### config.mk
export PLATFORM = sky130hd
export DESIGN_NAME = mem_controller
export DESIGN_NICKNAME = d
export VERILOG_FILES = /design/src/rtl/mem_controller_pkg.sv /design/src/rtl/mem_ctrl_arb.sv /design/src/rtl/mem_controller.sv
export SDC_FILE = /design/constraint.sdc
export NUM_CORES = 1
export LEC_CHECK = 0
export CORE_MARGIN = 2
export CORE_UTILIZATION = 52
export CTS_BUF_LIST = sky130_fd_sc_hd__clkbuf_4 sky130_fd_sc_hd__clkbuf_8
export DETAILED_ROUTE_END_ITERATION = 16
export PLACE_DENSITY = 0.83
export SYNTH_ARGS = -nofsm -noshare
export SYNTH_HDL_FRONTEND = slang
export SYNTH_SLANG_ARGS = --single-unit
### constraint.sdc
create_clock -name clk_in -period 6.7 [get_ports clk_in]
set_input_delay 1.34 -clock clk_in [delete_from_list [all_inputs] [get_ports clk_in]]
set_output_delay 1.34 -clock clk_in [all_outputs]
set_load 0.02 [all_outputs]
### src/rtl/mem_controller_pkg.sv
// mem_controller_pkg: shared encodings for the byte-wide RAM port sequencer.
//   - FSM state encodings (ST_*)
//   - access length encodings (LEN_B/H/W) and the unsigned-load bit position
//   - IO region match value for address bits [17:16]
//   - helpers: byte_count() and extend_load()
package mem_controller_pkg;

    localparam logic [1:0] ST_IDLE  = 2'd0;
    localparam logic [1:0] ST_LOAD  = 2'd1;
    localparam logic [1:0] ST_STORE = 2'd2;
    localparam logic [1:0] ST_DONE  = 2'd3;

    localparam logic [1:0] LEN_B = 2'd0;
    localparam logic [1:0] LEN_H = 2'd1;
    localparam logic [1:0] LEN_W = 2'd2;
    localparam int unsigned LEN_UNSIGNED_BIT = 2;

    // Writes whose byte address has [17:16] equal to this go to the IO buffer.
    localparam logic [1:0] IO_REGION = 2'b11;

    // Number of RAM byte cycles for a size code; the unused code 3 is treated as a word.
    function automatic logic [2:0] byte_count(input logic [1:0] size);
        case (size)
            LEN_B:   byte_count = 3'd1;
            LEN_H:   byte_count = 3'd2;
            default: byte_count = 3'd4;
        endcase
    endfunction

    function automatic logic [31:0] extend_load(input logic [31:0] raw, input logic [2:0] len);
        logic zext;
        zext = len[LEN_UNSIGNED_BIT];
        case (len[1:0])
            LEN_B:   extend_load = zext ? {24'd0, raw[7:0]} : {{24{raw[7]}}, raw[7:0]};
            LEN_H:   extend_load = zext ? {16'd0, raw[15:0]} : {{16{raw[15]}}, raw[15:0]};
            default: extend_load = raw;
        endcase
    endfunction

endpackage

### src/rtl/mem_ctrl_arb.sv
// mem_ctrl_arb: two-requester grant logic for the RAM port.
//   en       in   grant window (controller idle, not frozen, no flush)
//   req_lsb  in   LoadStoreBuffer request
//   req_if   in   instruction fetch request
//   gnt_lsb  out  LSB granted this cycle
//   gnt_if   out  IF granted this cycle
// Macro MEM_CTRL_RR_ARB_EN: round-robin on ties (adds clk_in/rst_in and a
// last-grant register); otherwise fixed LSB-over-IF priority.
module mem_ctrl_arb (
`ifdef MEM_CTRL_RR_ARB_EN
    input  logic clk_in,
    input  logic rst_in,
`endif
    input  logic en,
    input  logic req_lsb,
    input  logic req_if,
    output logic gnt_lsb,
    output logic gnt_if
);

`ifdef MEM_CTRL_RR_ARB_EN
    // Resets to IF so the first tie goes to the LSB.
    logic last_if_q;

    always_ff @(posedge clk_in or posedge rst_in) begin
        if (rst_in) begin
            last_if_q <= 1'b1;
        end else if (gnt_lsb) begin
            last_if_q <= 1'b0;
        end else if (gnt_if) begin
            last_if_q <= 1'b1;
        end
    end

    always_comb begin
        gnt_lsb = en && req_lsb && !(req_if && !last_if_q);
        gnt_if  = en && req_if && !gnt_lsb;
    end
`else
    always_comb begin
        gnt_lsb = en && req_lsb;
        gnt_if  = en && req_if && !req_lsb;
    end
`endif

endmodule

### src/rtl/mem_controller.sv
// mem_controller: sequences the byte-wide RAM port between the LSB and IFetch.
// Each granted access is split into 1/2/4 byte cycles; loads are reassembled
// and extended, stores serialized. Owners get a one-cycle ready pulse.
//   clk_in, rst_in (async, active-high), rdy_in (low = freeze), rob_clear (flush)
//   lsb_valid/wr/len/addr/value -> lsb_ready, lsb_result
//   if_valid/if_addr            -> if_ready, if_inst
//   mem_din (one cycle after mem_a), mem_dout, mem_a, mem_wr, io_buffer_full
// Macro MEM_CTRL_RR_ARB_EN selects round-robin arbitration (default: LSB first).
module mem_controller
    import mem_controller_pkg::*;
(
    input  logic        clk_in,
    input  logic        rst_in,
    input  logic        rdy_in,
    input  logic        rob_clear,
    input  logic        lsb_valid,
    input  logic        lsb_wr,
    input  logic [2:0]  lsb_len,
    input  logic [31:0] lsb_addr,
    input  logic [31:0] lsb_value,
    output logic        lsb_ready,
    output logic [31:0] lsb_result,
    input  logic        if_valid,
    input  logic [31:0] if_addr,
    output logic        if_ready,
    output logic [31:0] if_inst,
    input  logic [7:0]  mem_din,
    output logic [7:0]  mem_dout,
    output logic [31:0] mem_a,
    output logic        mem_wr,
    input  logic        io_buffer_full
);

    logic [1:0]       state_q;
    logic [2:0]       cnt_q;
    logic [31:0]      addr_q;
    logic [2:0]       len_q;
    logic [31:0]      value_q;
    logic             owner_if_q;
    logic             flush_q;
    logic [3:0][7:0]  buf_q;

    logic [2:0]       n_bytes;
    logic [2:0]       prev_cnt;
    logic [2:0]       ld_off;
    logic [31:0]      cur_a;
    logic             io_stall;
    logic [3:0][7:0]  asm_bytes;
    logic             arb_en;
    logic             gnt_lsb;
    logic             gnt_if;

    assign arb_en = (state_q == ST_IDLE) && rdy_in && !rob_clear;

    mem_ctrl_arb u_arb (
`ifdef MEM_CTRL_RR_ARB_EN
        .clk_in  (clk_in),
        .rst_in  (rst_in),
`endif
        .en      (arb_en),
        .req_lsb (lsb_valid),
        .req_if  (if_valid),
        .gnt_lsb (gnt_lsb),
        .gnt_if  (gnt_if)
    );

    always_comb begin
        n_bytes  = byte_count(len_q[1:0]);
        prev_cnt = cnt_q - 3'd1;
        cur_a    = addr_q + {29'd0, cnt_q};
        io_stall = io_buffer_full && (cur_a[17:16] == IO_REGION);
        // While frozen mid-load, re-present the previous address so mem_din
        // still carries the byte that will be captured when the cycle repeats.
        ld_off   = (!rdy_in && (cnt_q != 3'd0)) ? prev_cnt : cnt_q;
        // Byte lanes including the one arriving on mem_din this cycle.
        asm_bytes = buf_q;
        if (cnt_q != 3'd0) begin
            asm_bytes[prev_cnt[1:0]] = mem_din;
        end
    end

    always_comb begin
        mem_a    = 32'd0;
        mem_dout = 8'd0;
        mem_wr   = 1'b0;
        if (state_q == ST_LOAD) begin
            if (ld_off < n_bytes) begin
                mem_a = addr_q + {29'd0, ld_off};
            end
        end else if (state_q == ST_STORE) begin
            mem_a    = cur_a;
            mem_dout = value_q[{cnt_q[1:0], 3'b000} +: 8];
            mem_wr   = rdy_in && !io_stall;
        end
    end

    always_ff @(posedge clk_in or posedge rst_in) begin
        if (rst_in) begin
            state_q    <= ST_IDLE;
            cnt_q      <= 3'd0;
            addr_q     <= 32'd0;
            len_q      <= 3'd0;
            value_q    <= 32'd0;
            owner_if_q <= 1'b0;
            flush_q    <= 1'b0;
            buf_q      <= '0;
            lsb_ready  <= 1'b0;
            lsb_result <= 32'd0;
            if_ready   <= 1'b0;
            if_inst    <= 32'd0;
        end else if (rdy_in) begin
            lsb_ready <= 1'b0;
            if_ready  <= 1'b0;
            case (state_q)
                ST_IDLE: begin
                    cnt_q   <= 3'd0;
                    flush_q <= 1'b0;
                    buf_q   <= '0;
                    if (gnt_lsb) begin
                        addr_q     <= lsb_addr;
                        len_q      <= lsb_len;
                        value_q    <= lsb_value;
                        owner_if_q <= 1'b0;
                        state_q    <= lsb_wr ? ST_STORE : ST_LOAD;
                    end else if (gnt_if) begin
                        addr_q     <= if_addr;
                        len_q      <= {1'b0, LEN_W};
                        value_q    <= 32'd0;
                        owner_if_q <= 1'b1;
                        state_q    <= ST_LOAD;
                    end
                end
                ST_LOAD: begin
                    if (rob_clear) begin
                        state_q <= ST_IDLE;
                    end else begin
                        if (cnt_q != 3'd0) begin
                            buf_q[prev_cnt[1:0]] <= mem_din;
                        end
                        // cnt_q == n_bytes is the extra cycle that catches the last byte.
                        if (cnt_q == n_bytes) begin
                            state_q <= ST_DONE;
                            if (owner_if_q) begin
                                if_ready <= 1'b1;
                                if_inst  <= asm_bytes;
                            end else begin
                                lsb_ready  <= 1'b1;
                                lsb_result <= extend_load(asm_bytes, len_q);
                            end
                        end else begin
                            cnt_q <= cnt_q + 3'd1;
                        end
                    end
                end
                ST_STORE: begin
                    // A flushed store still drains so memory is never left half-updated.
                    if (rob_clear) begin
                        flush_q <= 1'b1;
                    end
                    if (!io_stall) begin
                        if (cnt_q == n_bytes - 3'd1) begin
                            state_q   <= ST_DONE;
                            lsb_ready <= !(flush_q || rob_clear);
                        end else begin
                            cnt_q <= cnt_q + 3'd1;
                        end
                    end
                end
                default: begin
                    state_q <= ST_IDLE;
                end
            endcase
        end
    end

endmodule

**Yosys cells after proc, flatten, opt, wreduce, memory -nomap -nowiden**

Index checks and enable logic that the tools add are counted.

- Register bits: 172
- Latch bits: 0
- Memory bits (writable): 0
- Memory bits (read-only): 0
- Input bits: 115
- Memories kept: 0

- Add/sub/neg operators: 5
- Multiply operators: 0
- Divide/modulo/power cells: 0
- Order comparisons: 3
- Equality and inequality tests: 14
- Shift operators: 1
- Mux-type cells: 51
- Bitwise logic cells: 2
- Reduce and logical (&&, ||, !) cells: 29

Operators with widths:

| cell | count |
|---|---|
| $mux W32 | 11 |
| $pmux W32 S2 | 2 |
| $add A32 B3 Y32 | 2 |
| $bwmux W32 | 1 |
| $shiftx A32 B6 Y8 | 1 |
| $mux W8 | 3 |
| $mux W3 | 7 |
| $demux W8 S2 | 1 |
| $reduce_and A5 Y1 | 3 |
| $mux W1 | 14 |
| $mux W2 | 7 |
| $ne A2 B2 Y1 const B | 5 |
| $logic_and A1 B1 Y1 | 9 |
| $pmux W3 S3 | 1 |
| $reduce_and A3 Y1 | 3 |
| $eq A3 B3 Y1 | 2 |
| $pmux W2 S3 | 1 |
| $pmux W3 S2 | 1 |
| $reduce_and A6 Y1 | 1 |
| $reduce_bool A2 Y1 | 3 |
| $reduce_bool A3 Y1 | 2 |
| $sub A3 B1 Y3 const B | 2 |
| $logic_not A1 Y1 | 5 |
| $eq A2 B1 Y1 const B | 2 |
| other kinds (12) | 16 |

**Longest topological paths before layout**

Gate-level depths: netlist of run 1.

- Depth after elaboration: 9
- Depth in mapped cells: 15
- Mapped depth without buffers: 14

**Modules after synthesis**

A second synthesis of run 1 with hierarchy kept.

- Cell total of the unflattened synthesis: 955
- Area, all modules: 9150.0 um2

Modules (own cells, without submodules):

| module | instances | cells each | area each (um2) | seq. area each (um2) |
|---|---|---|---|---|
| mem_controller | 1 | 953 | 9133.8 | 4304.1 |
| mem_ctrl_arb | 1 | 2 | 16.3 | 0.0 |

**Worst setup path after synthesis of run 1**

No wires, ideal clock.

- Path kind: input to output
- Start: in rdy_in
- End: out mem_a[28]
- Arrival: 3.806 ns
- Setup slack: 1.554 ns
- Stages on the path: 12
- Cell sequence: buf_4 > nor3_1 > or2_2 > ha_1 > fa_1 > a21o_1 > nor4b_2 > nand3_1 > or3_1 > o22ai_1 > a21oi_1 > a31oi_1

- Cells in the longest elaborated chain, start to end: 6

Ends and longest elaborated chain:

| what | RTL line | text |
|---|---|---|
| start: declaration | mem_controller.sv:14 | `input logic rdy_in,` |
| $logic_not A1 Y1 (*) | mem_controller.sv:74 | `ld_off = (!rdy_in && (cnt_q != 3'd0)) ? prev_cnt : cnt_q;` |
| $logic_and A1 B1 Y1 (*) | mem_controller.sv:74 |  |
| $mux W3 (*) | mem_controller.sv:74 |  |
| $add A32 B3 Y32 or $lt A3 B3 Y1 (tied branches) | mem_controller.sv:88, mem_controller.sv:87 |  |
| $mux W32 (*) | mem_controller.sv:87 | `if (ld_off < n_bytes) begin` |
| $mux W32 (*) | mem_controller.sv:86 | `if (state_q == ST_LOAD) begin` |
| end: declaration | mem_controller.sv:29 | `output logic [31:0] mem_a,` |

Every way passes the cells marked *; elsewhere a longest branch is shown, timed or not.

**Worst setup path in the final report of run 1**

Ends and elaborated chain as after synthesis.

==> results of run 1 <==
-- per-stage QoR --
stage / setup WS [ns] / utilization, %
after floorplan: 0.700 / -
after global placement: 0.365 / 66.5
after detailed placement: 0.284 / 66.5
after CTS: 0.259 / 69.0
after global routing: 0.0548 / 69.0
final: 0.311 / 69.0
-- power breakdown --
part	internal, W	leakage, nW	switching, W	total, W
Clock	0.000293	0.208	0.000467	0.000759
Combinational	0.00120	2.85	0.00142	0.00262
Sequential	0.00141	2.28	0.000385	0.00180
-- cells in the mapped netlist, drive strengths merged, types with 4 or more instances --
cell | count | area share (%)
clkbuf | 49 | 2.0
buf | 16 | 1.0
a21oi | 42 | 2.3
o31ai | 5 | 0.41
o21ai | 134 | 7.4
a31oi | 15 | 1.1
dfrtp | 172 | 47
nor4 | 4 | 0.51
xnor2 | 4 | 0.39
ha | 20 | 2.8
a22oi | 7 | 0.58
and2 | 12 | 0.83
mux2i | 66 | 7.3
mux4 | 8 | 2.0
nand3 | 13 | 0.72
o22ai | 10 | 0.69
a22o | 47 | 4.5
nand4 | 15 | 1.0
nand2b | 6 | 0.41
nor2 | 54 | 2.2
nand2 | 150 | 6.3
or3 | 9 | 0.67
or2 | 4 | 0.28
and3 | 5 | 0.40
inv | 22 | 0.91
nor2b | 4 | 0.28
nor3 | 8 | 0.44
and4 | 4 | 0.39
o22a | 17 | 1.6
-- state kept, by name (all words and copies together) (netlist names) --
signal      cells
addr_q         32
buf_q          32
cnt_q           3
flush_q         1
if_inst        32
if_ready        1
len_q           3
lsb_ready       1
lsb_result     32
owner_if_q      1
state_q         2
value_q        32
-- worst paths after layout --
check	end	slack, ns	from
min in group asynchronous	lsb_result[23]	1.27	rst_in
max in group asynchronous	addr_q[13]	4.28	rst_in
min reg2reg	if_inst[16]	0.49	if_inst[16]
max	mem_a[28]	0.31	rdy_in
min	if_inst[16]	0.49	if_inst[16]
max reg2reg	if_inst[1]	3.32	state_q[1]
-- cell families after synthesis --
group,count (synthesis)
compound gates,296
xor+xnor,6
fa+ha+maj,22
buf+inv,87
flops,172
mux,77
simple gates,291
-- tightest hold or removal path: stages (launching register included) --
cell,delay [ns]
dfrtp_1,0.36
nand2_1,0.05
o21ai_0,0.06
-- per-layer routing --
| layer | global-route usage (%) | up-vias |
|---|---|---|
| met3 | 6.60 | 53 |
| met2 | 41.7 | 359 |
| met4 | 9.14 | 0 |
| li1 | - | 3800 |
| met1 | 40.6 | 3903 |
| met5 | 0 | - |
-- final cells by class --
type / count / area (µm²)
multi-input combinational: 692 / 4440
tap: 225 / 282
sequential: 172 / 4300
clock buffer: 17 / 234
timing repair buffer: 235 / 2320
fill: 1351 / 5320
clock inverter: 15 / 190
inverter: 22 / 87.6
==> flow_summary.json, run 1 <==
{
  "crit_chain": "clkdlybuf4s50_1, inv_1, a21oi_1, or2_2, ha_1, fa_1, a21o_1, nor4b_4, nand3_1, or3_1, o22ai_1, a21oi_1, a31oi_1, clkdlybuf4s50_1",
  "start_util_pct": 52.9,
  "areaGrowthSynthToFinish_pct": 30.5,
  "crit_family": "buffers and inverters",
  "synth_ff_type": "dfrtp_1",
  "routabilityCongestion": 0.943,
  "overflow": 0,
  "wl_met3_mm": 1.99,
  "via_per_inst": 5.89,
  "holdPathStages": 2,
  "async_flop_share_pct": 100,
  "holdBufCountCts": 0,
  "cts_made_buffers": 17,
  "p_per_area_nw_per_um2": 437,
  "final_nets": 1277,
  "drc_errors": 0,
  "ant_nets": 0,
  "status": "completed",
  "grt_pass1_wl_mm": 40.4,
  "synth_compound_area_share_pct": 20.5,
  "firstDrtPassIters": 6,
  "synthAdderAreaFrac_pct": 3.19,
  "avgRoutedWirePerCell_um": 18.8,
  "slowest_delay_ns": 0.63,
  "cp.required_ns": 5.36,
  "die_w_um": 136,
  "syn_area_um2": 9090,
  "grt_max_degree": 66,
  "postCtsSetupBuffers": 0,
  "worstSkewPairLatency_ns": 0.49,
  "ir_drop_mv": 0.265,
  "num_rows": 48,
  "core_area_um2": 17200,
  "synth_nets": 1088,
  "wirelength_met1_mm": 11.6,
  "crit_fanout": 6,
  "drv_cap": 0,
  "ys_warn_count": 0,
  "io_pins": 222,
  "path_buf_inv": 3,
  "relSlewSlack_pct": 19.6,
  "grt_pass1_vias": 7548,
  "synth_top_family_by_area": "compound AO/OA/AOI/OAI gates",
  "start_kind": "input pin",
  "yosys.area_share.simple_pct": 14.8,
  "placed_area_um2": 11400,
  "min_period_ns": 6.39,
  "leakage_nw": 5.33,
  "min_path_type": "reg2reg",
  "crit_arrival_ns": 5.05,
  "synthXorXnorAreaFrac_pct": 0.578,
  "layout_commonest_cell": "clkdlybuf4s50_1",
  "drive_above_1_share_pct": 6.68,
  "synth_edf_count": 0,
  "die_h_um": 136,
  "die_area_um2": 18600,
  "avgSynthCellArea_um2": 9.56,
  "wl_mm": 25.9,
  "finalPower_w": 0.00518,
  "hold_viol": 0,
  "drt_iter0_drc": 587,
  "dp_hpwl_mm": 18.4,
  "postCtsResizedCells": 0,
  "setup_viol": 0,
  "finalNonFillerCells": 1378,
  "placed_cells": 1346,
  "clock.fmax_mhz": 157,
  "finalInstanceArea_um2": 11900,
  "tritoncts": "built",
  "clk_pin_slew_ns": 0.11,
  "cts.path.max_buffers": 2,
  "antenna_found_initial": 0,
  "reg2regPathDepth": 7,
  "rsz0062_at_grt": "no",
  "slew_violations": 0,
  "clockRootBuffer": "clkbuf_8",
  "final_cell_mix": "221 x clkdlybuf4s50_1, 172 x dfrtp_1, 147 x nand2_1, 132 x o21ai_0, 66 x mux2i_1",
  "cp-end-kind": "output pin",
  "yosysUniqueCellTypes": 60,
  "vias": 8115,
  "fin_skew_ns": 0.0137,
  "slowest_stage": "clkdlybuf4s50_1",
  "cp.depth": 14,
  "clock_sinks": 172,
  "track_usage_pct": 28.0,
  "routed-wl-met2_mm": 11.7,
  "ys_ff_latch": 172,
  "diodes": 0,
  "port_buffers": 221,
  "synthCells": 951,
  "top_layer": "met4",
  "worst_pin_slew_ns": 1.20,
  "seq_area_frac_synth_pct": 47.4,
  "path_class": "in2out",
  "tns_ns": 0,
  "synth.area.mux_share_pct": 9.62,
  "whs_ns": 0.491,
  "htree_num_levels": 4,
  "fin_crit_sh_pct": 95.4
}
(Power assumes the default switching activity.)
==> inputs of run 2 (changes only) <==
--- a/config.mk
+++ b/config.mk
@@ -5,6 +5,7 @@
 export SDC_FILE = /design/constraint.sdc
 export NUM_CORES = 1
 export LEC_CHECK = 0
+export ABC_CLOCK_PERIOD_IN_PS = 6700
 export CORE_MARGIN = 2
 export CORE_UTILIZATION = 52
 export CTS_BUF_LIST = sky130_fd_sc_hd__clkbuf_4 sky130_fd_sc_hd__clkbuf_8
==> results of run 2 <==
Final layout, timing and power as in run 1 (identical DEF).
